==> src/rtl/spi_accel_pkg.sv <==
// rtl/spi_accel_pkg.sv - shared states, frame layout and default config for the accelerometer sequencer
package spi_accel_pkg;

  typedef enum logic [2:0] {
    ST_IDLE,
    ST_CFG_LOAD,
    ST_CFG_WAIT,
    ST_RUN_IDLE,
    ST_RD_LOAD,
    ST_RD_WAIT,
    ST_PUBLISH
  } state_t;

  localparam logic [7:0] CMD_WR = 8'h0A;
  localparam logic [7:0] CMD_RD = 8'h0B;

  localparam int FRAME_W  = 24;
  localparam int CMD_LSB  = 16;
  localparam int ADDR_LSB = 8;
  localparam int DATA_LSB = 0;

  // Entry 0 sits in the least significant 24 bits and is sent first.
  localparam int DEFAULT_NUM_CFG = 5;
  localparam logic [DEFAULT_NUM_CFG*FRAME_W-1:0] DEFAULT_CFG_TABLE = {
    24'h0A2D02, 24'h0A2C13, 24'h0A2A01, 24'h0A2802, 24'h0A2730
  };

  function automatic logic [FRAME_W-1:0] make_frame(input logic [7:0] cmd,
                                                    input logic [7:0] addr,
                                                    input logic [7:0] data);
    logic [FRAME_W-1:0] f;
    f = '0;
    f[CMD_LSB +: 8]  = cmd;
    f[ADDR_LSB +: 8] = addr;
    f[DATA_LSB +: 8] = data;
    return f;
  endfunction

endpackage

==> src/rtl/spi_timeout_ctr.sv <==
// rtl/spi_timeout_ctr.sv - SEND-to-DONE wait timer with per-frame retry budget
module spi_timeout_ctr
  import spi_accel_pkg::*;
#(
  parameter int TIMEOUT   = 4095,
  parameter int MAX_RETRY = 3
) (
  input  logic CLK,
  input  logic ARST_L,
  input  logic waiting,
  input  logic done,
  output logic expire,
  output logic give_up
);

  localparam int WW = $clog2(TIMEOUT + 1);
  localparam int RW = $clog2(MAX_RETRY + 2);

  logic [WW-1:0] wait_cnt;
  logic [RW-1:0] retry_cnt;

  // A DONE landing on the expiry cycle wins, so expiry requires no DONE.
  assign expire  = waiting && !done && (wait_cnt == WW'(TIMEOUT - 1));
  assign give_up = expire && (retry_cnt == RW'(MAX_RETRY));

  // Wait timer only advances inside a wait; any other cycle parks it at zero.
  always_ff @(posedge CLK or negedge ARST_L) begin
    if (!ARST_L) begin
      wait_cnt <= '0;
    end else if (waiting && !done && !expire) begin
      wait_cnt <= wait_cnt + WW'(1);
    end else begin
      wait_cnt <= '0;
    end
  end

  // Retry budget: spent on each expiry, refilled by a good DONE or by giving up.
  always_ff @(posedge CLK or negedge ARST_L) begin
    if (!ARST_L) begin
      retry_cnt <= '0;
    end else if ((waiting && done) || give_up) begin
      retry_cnt <= '0;
    end else if (expire) begin
      retry_cnt <= retry_cnt + RW'(1);
    end
  end

endmodule

==> src/rtl/spi_accel_sequencer.sv <==
// rtl/spi_accel_sequencer.sv - config-then-sample SPI frame sequencer for the 3-axis accelerometer
module spi_accel_sequencer
  import spi_accel_pkg::*;
#(
  parameter int         NUM_CFG   = 5,
  parameter int         NUM_AXES  = 2,
  parameter logic [7:0] RD_BASE   = 8'h08,
  parameter int         MODE      = 0,
  parameter int         POLL_DIV  = 1000,
  parameter int         TIMEOUT   = 4095,
  parameter int         MAX_RETRY = 3
) (
  input  logic                      CLK,
  input  logic                      ARST_L,
  input  logic                      INT1,
  input  logic [NUM_CFG*FRAME_W-1:0] CFG_TABLE,
  input  logic                      DONE,
  input  logic [FRAME_W-1:0]        DOUT,
  output logic [FRAME_W-1:0]        DIN,
  output logic                      SEND,
  output logic [NUM_AXES*8-1:0]     SAMPLE,
  output logic                      SAMPLE_VALID,
  output logic                      CFG_DONE,
  output logic                      ERR
);

  localparam int SW = NUM_AXES * 8;
  localparam int PW = $clog2(POLL_DIV + 1);

  state_t state, state_nxt;

  logic [3:0]         cfg_idx, ax_idx;
  logic               int_meta, int_s;
  logic [PW-1:0]      poll_cnt;
  logic               poll_wrap, run_trig;
  logic [SW-1:0]      shadow, byte_mask, byte_val;
  logic [6:0]         ax_shift;
  logic               waiting, expire, give_up, frame_ok, frame_end;
  logic               cfg_last, ax_last;
  logic [FRAME_W-1:0] cfg_entry, rd_frame;
  logic [FRAME_W-1:0] din_nxt;
  logic               send_nxt, valid_nxt, cfg_done_nxt, err_nxt;
  logic               unused_dout;

  assign unused_dout = ^DOUT[FRAME_W-1:8];

  assign waiting   = (state == ST_CFG_WAIT) || (state == ST_RD_WAIT);
  assign frame_ok  = waiting && DONE;
  // A skipped frame (retries exhausted) advances the sequence like a good one.
  assign frame_end = frame_ok || give_up;
  assign cfg_last  = (cfg_idx == 4'(NUM_CFG - 1));
  assign ax_last   = (ax_idx == 4'(NUM_AXES - 1));

  assign poll_wrap = (state == ST_RUN_IDLE) && (poll_cnt == PW'(POLL_DIV - 1));
  assign run_trig  = (MODE == 1) ? poll_wrap : int_s;

  assign cfg_entry = FRAME_W'(CFG_TABLE >> (9'(cfg_idx) * 9'd24));
  assign rd_frame  = make_frame(CMD_RD, RD_BASE + 8'(ax_idx), 8'h00);

  assign ax_shift  = 7'(ax_idx) * 7'd8;
  assign byte_mask = SW'(8'hFF) << ax_shift;
  assign byte_val  = SW'(DOUT[DATA_LSB +: 8]) << ax_shift;

  spi_timeout_ctr #(
    .TIMEOUT   (TIMEOUT),
    .MAX_RETRY (MAX_RETRY)
  ) u_timeout (
    .CLK     (CLK),
    .ARST_L  (ARST_L),
    .waiting (waiting),
    .done    (DONE),
    .expire  (expire),
    .give_up (give_up)
  );

  // Two-flop synchroniser for the asynchronous data-ready level.
  always_ff @(posedge CLK or negedge ARST_L) begin
    if (!ARST_L) begin
      int_meta <= 1'b0;
      int_s    <= 1'b0;
    end else begin
      int_meta <= INT1;
      int_s    <= int_meta;
    end
  end

  // State register.
  always_ff @(posedge CLK or negedge ARST_L) begin
    if (!ARST_L) begin
      state <= ST_IDLE;
    end else begin
      state <= state_nxt;
    end
  end

  // Next-state selection; an expiry without give-up returns to the load state to resend.
  always_comb begin
    state_nxt = state;
    case (state)
      ST_IDLE:     state_nxt = ST_CFG_LOAD;
      ST_CFG_LOAD: state_nxt = ST_CFG_WAIT;
      ST_CFG_WAIT: begin
        if (frame_end) state_nxt = cfg_last ? ST_RUN_IDLE : ST_CFG_LOAD;
        else if (expire) state_nxt = ST_CFG_LOAD;
      end
      ST_RUN_IDLE: if (run_trig) state_nxt = ST_RD_LOAD;
      ST_RD_LOAD:  state_nxt = ST_RD_WAIT;
      ST_RD_WAIT: begin
        if (frame_end) state_nxt = ax_last ? ST_PUBLISH : ST_RD_LOAD;
        else if (expire) state_nxt = ST_RD_LOAD;
      end
      ST_PUBLISH:  state_nxt = ST_RUN_IDLE;
      default:     state_nxt = ST_IDLE;
    endcase
  end

  // Next values of the registered outputs, decided by the current state.
  always_comb begin
    din_nxt      = DIN;
    send_nxt     = 1'b0;
    valid_nxt    = 1'b0;
    cfg_done_nxt = CFG_DONE;
    err_nxt      = ERR | give_up;
    case (state)
      ST_CFG_LOAD: begin
        din_nxt  = cfg_entry;
        send_nxt = 1'b1;
      end
      ST_RD_LOAD: begin
        din_nxt  = rd_frame;
        send_nxt = 1'b1;
      end
      ST_CFG_WAIT: if (frame_end && cfg_last) cfg_done_nxt = 1'b1;
      ST_PUBLISH:  valid_nxt = 1'b1;
      default:     ;
    endcase
  end

  // Output registers, frame indices and the shadow sample bytes.
  always_ff @(posedge CLK or negedge ARST_L) begin
    if (!ARST_L) begin
      DIN          <= '0;
      SEND         <= 1'b0;
      SAMPLE_VALID <= 1'b0;
      CFG_DONE     <= 1'b0;
      ERR          <= 1'b0;
      SAMPLE       <= '0;
      shadow       <= '0;
      cfg_idx      <= '0;
      ax_idx       <= '0;
    end else begin
      DIN          <= din_nxt;
      SEND         <= send_nxt;
      SAMPLE_VALID <= valid_nxt;
      CFG_DONE     <= cfg_done_nxt;
      ERR          <= err_nxt;
      if (state == ST_CFG_WAIT && frame_end && !cfg_last) cfg_idx <= cfg_idx + 4'd1;
      if (state == ST_RUN_IDLE) begin
        ax_idx <= '0;
      end else if (state == ST_RD_WAIT && frame_end && !ax_last) begin
        ax_idx <= ax_idx + 4'd1;
      end
      // Only a good DONE writes the shadow; a skipped axis keeps its old byte.
      if (state == ST_RD_WAIT && frame_ok) shadow <= (shadow & ~byte_mask) | byte_val;
      if (state == ST_PUBLISH) SAMPLE <= shadow;
    end
  end

  // Poll timer: runs only while idling in poll mode and wraps into a read burst.
  always_ff @(posedge CLK or negedge ARST_L) begin
    if (!ARST_L) begin
      poll_cnt <= '0;
    end else if (MODE == 1 && state == ST_RUN_IDLE && !poll_wrap) begin
      poll_cnt <= poll_cnt + PW'(1);
    end else begin
      poll_cnt <= '0;
    end
  end

endmodule

==> config.mk <==
export PLATFORM = sky130hd
export DESIGN_NAME = spi_accel_sequencer
export DESIGN_NICKNAME = d
export VERILOG_FILES = /design/src/rtl/spi_accel_pkg.sv /design/src/rtl/spi_timeout_ctr.sv /design/src/rtl/spi_accel_sequencer.sv
export SDC_FILE = /design/constraint.sdc
export NUM_CORES = 1
export LEC_CHECK = 0
export CORE_UTILIZATION = 43
export DETAILED_ROUTE_END_ITERATION = 10
export GPL_ROUTABILITY_DRIVEN = 0
export PLACE_DENSITY = 0.78
export SKIP_LAST_GASP = 1
export SYNTH_ARGS = -nofsm -noshare
export SYNTH_HDL_FRONTEND = slang
export SYNTH_SLANG_ARGS = --single-unit
==> constraint.sdc <==
create_clock -name CLK -period 2.8 [get_ports CLK]
set_input_delay 0.84 -clock CLK [delete_from_list [all_inputs] [get_ports CLK]]
set_output_delay 0.84 -clock CLK [all_outputs]
set_load 0.02 [all_outputs]
==> out/metrics.yaml, run 1 <==
outcome:
  outcome: "finished, final reports clean"
cells_and_area:
  final_common_cell: "clkdlybuf4s50_1"
  finalNetCount: 702
  nFillCells: 761
  fin_cells: 682
  antenna_cells: 0
  final_cell_mix: "clkdlybuf4s50_1 (174), dfrtp_1 (87), nand2_1 (32), mux2_2 (32), a22oi_1 (28)"
  layout-drive-gt1-share: 0.158
  area_growth_pct: 45.9
  utilization: 0.657
logic_synthesis:
  syn_area_per_cell_sq_um: 12.0
  synth_cell_types: 43
  ys_seq_elements: 88
  synth_fa_ha_area_frac: 0.0223
  seq_area_frac_synth: 0.491
  synth_ff_type: "dfrtp_1"
  synth_compound_area_frac: 0.110
  synth_top_family_by_area: "multiplexers"
  synth_edf_count: 0
  async_flop_share: 1.00
  syn_area_sq_mm: 0.00448
  synthMuxAreaShare: 0.215
  ys_warn_count: 0
  synth_nets: 528
  syn_inst: 372
  synth_xor_area_frac: 0.0274
  synthSimpleGateAreaFrac: 0.101
routing:
  vias: 3631
  first_pass_iters: 4
  drt_iter0_markers: 196
  final_antenna_net_count: 0
  drc: 0
  wirelength_um: 11200
  wire_per_inst_um: 16.5
  via_per_inst: 5.32
place:
  pre_cts_ws_ns: 0.310
  io_buffers: 175
  dp_hpwl_um: 8860
  numPlacedInstances: 668
worst_setup_path:
  crit_buf_inv: 1
  slowest_stage: "clkdlybuf4s50_1"
  r2r_setup_slack_ns: 0.80
  path_max_fanout: 3
  startpoint_type: "register"
  critPathMaxStageDelay_ns: 0.65
  required_ns: 1.96
  cp_data_arrival_time_ns: 1.37
  crit_chain: "clkdlybuf4s50_1"
  crit_type: "reg2out"
  cp_top_family: "buffers and inverters"
  critPathCaptureType: "output port"
die:
  start_util: 0.450
  die_area_sq_mm: 0.0108
  dieHeight_um: 104
  core_area_sq_mm: 0.00995
  die-width_um: 104
  std_cell_rows: 36
  boundaryPins: 192
pwr:
  p_leak_nw: 2.78
  p_total_mw: 5.83
  power_density_mw_per_mm2: 891
  irDropWorstVdd_uv: 500
sta:
  rsz0062_at_grt: "false"
  worst-slew-pin-transition_ns: 0.945
  relSlewSlack: 0.370
  finalClockSkew_ns: 0.00691
  finalWorstPathRequiredPeriod_ns: 2.21
  period_share: 0.789
  layout_setup_ws_ns: 0.590
  tns_ns: 0
  finalHoldViolations: 0
  slew_violations: 0
  max_freq_ghz: 0.453
  finalSetupViolations: 0
global_routing:
  grt_max_degree: 49
  antenna_found_initial: 0
  grt_pass1_wl_um: 18600
  grt_pass1_vias: 3845
  grt_usage: 0.217
  overflow: 0
clock_tree:
  cts_tree: "built"
  clock_latency_ns: 0.34
  clockBufferDepth: 2
  cts-resized-gates: 0
  cts_hold_buffers: 0
  root_buffer: "clkbuf_8"
  clkTransAtPathRegs_ns: 0.08
  post_cts_buffers: 0
  cts_sinks: 88
  htreeDepth: 3
  numCtsBuffers: 9
min_path:
  hold_path_class: "reg2reg"
job:
  cap_violations: 0
[area by class of cell]
class                      count  area [sq um]  area share
clock inverter                 3          20.0     0.00306
multi-input combinational    248          2130       0.326
clock buffer                  11           141      0.0216
inverter                      15          56.3     0.00861
tap                          133           166      0.0254
timing repair buffer         184          1820       0.278
sequential                    88          2200       0.337
[synthesized netlist by cell type (3+ instances only)]
cell	count	area share
xor2_1	3	0.0059
ha_1	8	0.022
nand3_1	5	0.0056
o211ai_1	4	0.0067
buf_2	10	0.011
o21ai_0	24	0.027
xnor2_1	11	0.022
mux4_2	23	0.12
a22oi_1	28	0.047
nor2b_1	3	0.0042
a22o_1	3	0.0059
dfrtp_1	88	0.49
inv_1	14	0.012
nor4_1	3	0.0042
nor2_1	24	0.020
a21oi_1	7	0.0078
nor3_1	3	0.0034
o22ai_1	3	0.0042
nand2b_1	3	0.0042
mux2i_1	6	0.013
clkbuf_1	11	0.0092
mux2_2	32	0.080
nand2_1	32	0.027
[cells by family (layout without fill, tap and decap cells)]
logic type                 Yosys count  in the layout
AOI/OAI and AO/OA                   76             76
DFF                                 88             88
buffers and inverters               36            213
muxes                               63             63
xor gates and xnor gates            14             14
adders and majority gates            8              8
and+or+nand+nor                     87             87
[path summary, 6_finish.rpt]
| path | from | cells after the start | end |
|---|---|---|---|
| min in group asynchronous | ARST_L | 1 | SAMPLE[8]$_DFFE_PN0P_ |
| worst min-delay path | int_meta$_DFF_PN0_ | 0 | int_s$_DFF_PN0_ |
| worst min register to register | int_meta$_DFF_PN0_ | 0 | int_s$_DFF_PN0_ |
| max in group asynchronous | ARST_L | 2 | state[2]$_DFFE_PN0P_ |
| worst max-delay path | DIN[19]$_DFFE_PN0P_ | 1 | DIN[19] |
| worst max register to register | cfg_idx[0]$_DFFE_PN0P_ | 6 | cfg_idx[1]$_DFFE_PN0P_ |
[per-stage QoR]
stage          hold slack (ns)  instance area [sq um]
2_1_floorplan            0.331                   4480
5_1_grt                  0.354                   6540
3_3_place_gp             0.348                   6380
3_5_place_dp             0.342                   6380
4_1_cts                  0.357                   6540
6_report                 0.349                   6540
[power by group]
part           switching [mW]  total (mW)  internal [mW]
combinational            1.42        2.97           1.54
clock                   0.422       0.757          0.336
sequential              0.361        2.11           1.74
[metal layers]
| metal | GRT usage | vias up | wire length [um] |
|---|---|---|---|
| met4 | 0.0724 | 0 | 231 |
| li1 | - | 1708 | - |
| met5 | 0 | - | 0 |
| met2 | 0.390 | 129 | 5840 |
| met1 | 0.256 | 1775 | 4500 |
| met3 | 0.0457 | 19 | 649 |
[state kept, by name, indices dropped and copies added (netlist names), 3 cells and up]
name and count:
DIN 24, u_timeout.retry_cnt 3, ax_idx 4, cfg_idx 4, SAMPLE 16, u_timeout.wait_cnt 12, shadow 16, state 3
Power figures use the tool's default switching activity.
==> run 2: changes to the inputs <==
- clock period: 2.8 -> 2.2 ns (I/O delays scaled with it)
==> run 2 against run 1 <==
Net effect: clock power is 89% higher; sequential cell count stayed put; power up 37%; die area unchanged; worst setup slack worse by 0.42 ns; non-clock buffer count increased by 4; global-route usage up 1.7 points.
==> out/metrics.yaml, run 2 (synthesized netlist as in run 1, its figures left out) <==
outcome:
  outcome: "finished, final reports clean"
sta:
  finalSetupViolations: 0
  finalHoldViolations: 0
  finalWorstPathRequiredPeriod_ns: 2.03
  tns_ns: 0
  finalClockSkew_ns: 0.00572
  period_share: 0.924
  worst-slew-pin-transition_ns: 0.739
  relSlewSlack: 0.507
  max_freq_ghz: 0.492
  slew_violations: 0
  rsz0062_at_grt: "false"
global_routing:
  grt_usage: 0.234
  grt_pass1_wl_um: 19800
  overflow: 0
  grt_max_degree: 54
  antenna_found_initial: 0
  grt_pass1_vias: 3923
clock_tree:
  clock_latency_ns: 0.35
  cts_hold_buffers: 0
  root_buffer: "clkbuf_8"
  cts_tree: "built"
  clockBufferDepth: 2
  clkTransAtPathRegs_ns: 0.09
  cts_sinks: 88
  numCtsBuffers: 9
  post_cts_buffers: 0
  cts-resized-gates: 0
  htreeDepth: 3
die:
  die_area_sq_mm: 0.0108
  dieHeight_um: 104
  boundaryPins: 192
  die-width_um: 104
  std_cell_rows: 36
  core_area_sq_mm: 0.00995
  start_util: 0.450
cells_and_area:
  finalNetCount: 706
  final_cell_mix: "clkdlybuf4s50_1 (174), dfrtp_1 (87), nand2_1 (32), mux2_2 (32), a22oi_1 (28)"
  largest_reg_flops: 24
  utilization: 0.672
  largestRegisters: "DIN (24), SAMPLE (16), shadow (16)"
  top_register: "DIN"
  nFillCells: 768
  antenna_cells: 0
  layout-drive-gt1-share: 0.168
  area_growth_pct: 49.3
  final_common_cell: "clkdlybuf4s50_1"
  final_area_sq_mm: 0.00669
routing:
  wirelength_um: 12000
  first_pass_iters: 4
  final_antenna_net_count: 0
  vias: 3690
  via_per_inst: 5.37
  wire_per_inst_um: 17.5
  drt_iter0_markers: 219
  drc: 0
place:
  dp_hpwl_um: 9340
  io_buffers: 175
  placed_cell_area_sq_mm: 0.00643
worst_setup_path:
  path_max_fanout: 3
  required_ns: 1.54
  cp_data_arrival_time_ns: 1.37
  startpoint_type: "register"
  crit_buf_inv: 1
  critPathMaxStageDelay_ns: 0.64
  slowest_stage: "clkdlybuf4s50_1"
  critPathCaptureType: "output port"
  crit_type: "reg2out"
  cp_top_family: "buffers and inverters"
  crit_chain: "clkdlybuf4s50_1"
pwr:
  switching_share: 0.361
  power_frac_comb: 0.490
  p_leak_nw: 2.86
  p_total_mw: 7.99
  p_clk_frac: 0.179
  power_density_mw_per_mm2: 1190
  irDropWorstVdd_uv: 624
  power_frac_seq: 0.331
  p_switching_mw: 2.88
  p_int_mw: 5.10
min_path:
  hold_path_class: "in2async"
job:
  cap_violations: 0
==> run 2: changes by cell type in the layout (fill, tap and decap cells not counted), sizes merged <==
| cell | previous run | this run |
|---|---|---|
| bufinv | 0 | 4 |
| buf | 10 | 14 |
| clkinvlp | 2 | 1 |
| clkbuf | 11 | 9 |
==> run 2: area by class of cell <==
type,count,area [sq um],share of cell area
Sequential cell,88,2200,0.329
Multi-Input combinational cell,248,2130,0.319
Timing Repair Buffer,188,1870,0.280
Tap cell,133,166,0.0249
Clock inverter,6,133,0.0198
Clock buffer,9,124,0.0185
Inverter,15,56.3,0.00842
==> run 2: path summary, 6_finish.rpt <==
path,cells past startpoint,slack [ns],from,end
worst max-delay path,1,0.17,DIN[17]$_DFFE_PN0P_,DIN[17]
worst min-delay path,1,0.16,ARST_L,DIN[9]$_DFFE_PN0P_
worst max register to register,4,0.32,state[0]$_DFFE_PN0P_,u_timeout.retry_cnt[0]$_DFFE_PN0P_
worst min register to register,0,0.37,int_meta$_DFF_PN0_,int_s$_DFF_PN0_
max in group asynchronous,2,1.48,ARST_L,cfg_idx[0]$_DFFE_PN0P_
min in group CLK,0,0.37,int_meta$_DFF_PN0_,int_s$_DFF_PN0_
==> run 2: per-layer routing <==
metal,up-vias,track usage,wire length (um)
met5,-,0,0
met4,0,0.0980,328
met3,25,0.0520,781
li1,1718,-,-
met1,1805,0.271,4600
met2,142,0.417,6320
==> run 2: metrics by stage <==
step | std cells | setup slack, ns | hold slack (ns)
after detailed placement | 672 | 0.0238 | 0.342
final | 687 | 0.166 | 0.161
after global routing | 687 | 0.113 | 0.165
after CTS | 687 | 0.157 | 0.157
after floorplan | 372 | 0.188 | 0.331
after global placement | 672 | 0.0586 | 0.346
==> run 2: power groups by stage <==
stage	Combinational [mW]	Sequential, mW	Clock [mW]
floorplan	2.01	2.96	0
global placement	3.83	2.63	0
detailed placement	3.94	2.68	0
CTS	3.96	2.65	1.44
global route	4.27	2.75	1.50
finish	3.91	2.65	1.43
==> run 3: changes to the inputs <==
- MAX_ROUTING_LAYER: not set -> met4
- TNS_END_PERCENT: not set -> 100
==> run 3 against run 2 <==
Net effect: non-clock buffer count unchanged; utilization unchanged; wire length about the same; power up 0.15%; worst setup slack better by 0.0058 ns; clock power about the same; die area unchanged; first-iteration DRC count down 12%; largest cell class unchanged; critical endpoint unchanged.
==> out/metrics.yaml, run 3 (synthesized netlist as in run 1, its figures left out) <==
die:
  boundaryPins: 192
  dieHeight_um: 104
  core_area_sq_mm: 0.00995
  std_cell_rows: 36
  die_area_sq_mm: 0.0108
  die-width_um: 104
  start_util: 0.450
clock_tree:
  post_cts_buffers: 0
  root_buffer: "clkbuf_8"
  clkTransAtPathRegs_ns: 0.09
  clockBufferDepth: 2
  cts_sinks: 88
  numCtsBuffers: 9
  clock_latency_ns: 0.35
  cts-resized-gates: 0
  cts_tree: "built"
  cts_hold_buffers: 0
  htreeDepth: 3
sta:
  max_freq_ghz: 0.493
  hold_ws_ns: 0.163
  finalHoldViolations: 0
  worst-slew-pin-transition_ns: 0.732
  rsz0062_at_grt: "false"
  finalClockSkew_ns: 0.00657
  relSlewSlack: 0.512
  slew_violations: 0
  period_share: 0.922
  finalSetupViolations: 0
  finalWorstPathRequiredPeriod_ns: 2.03
  tns_ns: 0
  layout_setup_ws_ns: 0.172
routing:
  vias: 3679
  first_pass_iters: 4
  drt_iter0_markers: 193
  via_per_inst: 5.36
  wirelength_um: 12000
  final_antenna_net_count: 0
  wire_per_inst_um: 17.5
  drc: 0
place:
  dp_hpwl_um: 9340
  io_buffers: 175
  pre_cts_ws_ns: 0.0238
  numPlacedInstances: 672
  placed_cell_area_sq_mm: 0.00643
global_routing:
  grt_max_degree: 54
  grt_pass1_wl_um: 19800
  grt_pass1_vias: 3941
  antenna_found_initial: 0
  grt_usage: 0.241
  overflow: 0
cells_and_area:
  area.sequential_sq_mm: 0.00220
  utilization: 0.672
  final_area_sq_mm: 0.00669
  largestRegisters: "DIN (24), SAMPLE (16), shadow (16)"
  finalNetCount: 706
  layout-drive-gt1-share: 0.168
  final_common_cell: "clkdlybuf4s50_1"
  final_cell_mix: "clkdlybuf4s50_1 (174), dfrtp_1 (87), nand2_1 (32), mux2_2 (32), a22oi_1 (28)"
  nFillCells: 768
  multi_input_area_sq_mm: 0.00213
  top_register: "DIN"
  antenna_cells: 0
  largest_reg_flops: 24
  area_growth_pct: 49.3
  fin_cells: 687
worst_setup_path:
  crit_type: "reg2out"
  r2r_setup_slack_ns: 0.31
  critPathMaxStageDelay_ns: 0.64
  r2r-end: "u_timeout.retry_cnt[0]$_DFFE_PN0P_"
  cp_top_family: "buffers and inverters"
  required_ns: 1.54
  crit_chain: "clkdlybuf4s50_1"
  cp_data_arrival_time_ns: 1.37
  path_depth: 1
  crit_buf_inv: 1
  startpoint_type: "register"
  path_max_fanout: 3
  worstReg2RegStart: "state[0]$_DFFE_PN0P_"
  critPathCaptureType: "output port"
  slowest_stage: "clkdlybuf4s50_1"
  crit_start: "DIN[17]$_DFFE_PN0P_"
  critPathCapture: "DIN[17]"
  r2r_cells: 4
outcome:
  outcome: "finished, final reports clean"
job:
  cap_violations: 0
min_path:
  hold_path_class: "in2async"
pwr:
  p_total_mw: 8.00
  power_density_mw_per_mm2: 1200
  irDropWorstVdd_uv: 625
  p_leak_nw: 2.86
run 3: cell counts in the layout (fill, tap and decap cells not counted):
No cell type changed its count.
run 3: layer usage:
metal / track usage / share of wire
met4: 0.0959 / 0.027
met1: 0.279 / 0.40
met3: 0.0426 / 0.055
met2: 0.415 / 0.52
met5: - / 0
run 3: where the power goes:
group          leakage [nW]  internal [mW]  switching, mW
clock                 0.125          0.861          0.564
sequential             1.15           2.22          0.428
combinational          1.58           2.02           1.90
total                  2.86           5.10           2.90
run 3: layout make-up:
cell class                 instances  area share
sequential                        88       0.329
multi-input combinational        248       0.319
timing repair buffer             188       0.280
tap                              133      0.0249
clock inverter                     6      0.0198
clock buffer                       9      0.0185
inverter                          15     0.00842
run 3: how the worst min path moves through the flow:
stage / from / to / slack [ns]
2_1_floorplan: int_meta$_DFF_PN0_ / int_s$_DFF_PN0_ / 0.33
3_3_place_gp: int_meta$_DFF_PN0_ / int_s$_DFF_PN0_ / 0.35
3_5_place_dp: int_meta$_DFF_PN0_ / int_s$_DFF_PN0_ / 0.34
4_1_cts: ARST_L / DIN[9]$_DFFE_PN0P_ / 0.16
5_1_grt: ARST_L / DIN[9]$_DFFE_PN0P_ / 0.16
6_report: ARST_L / DIN[9]$_DFFE_PN0P_ / 0.16
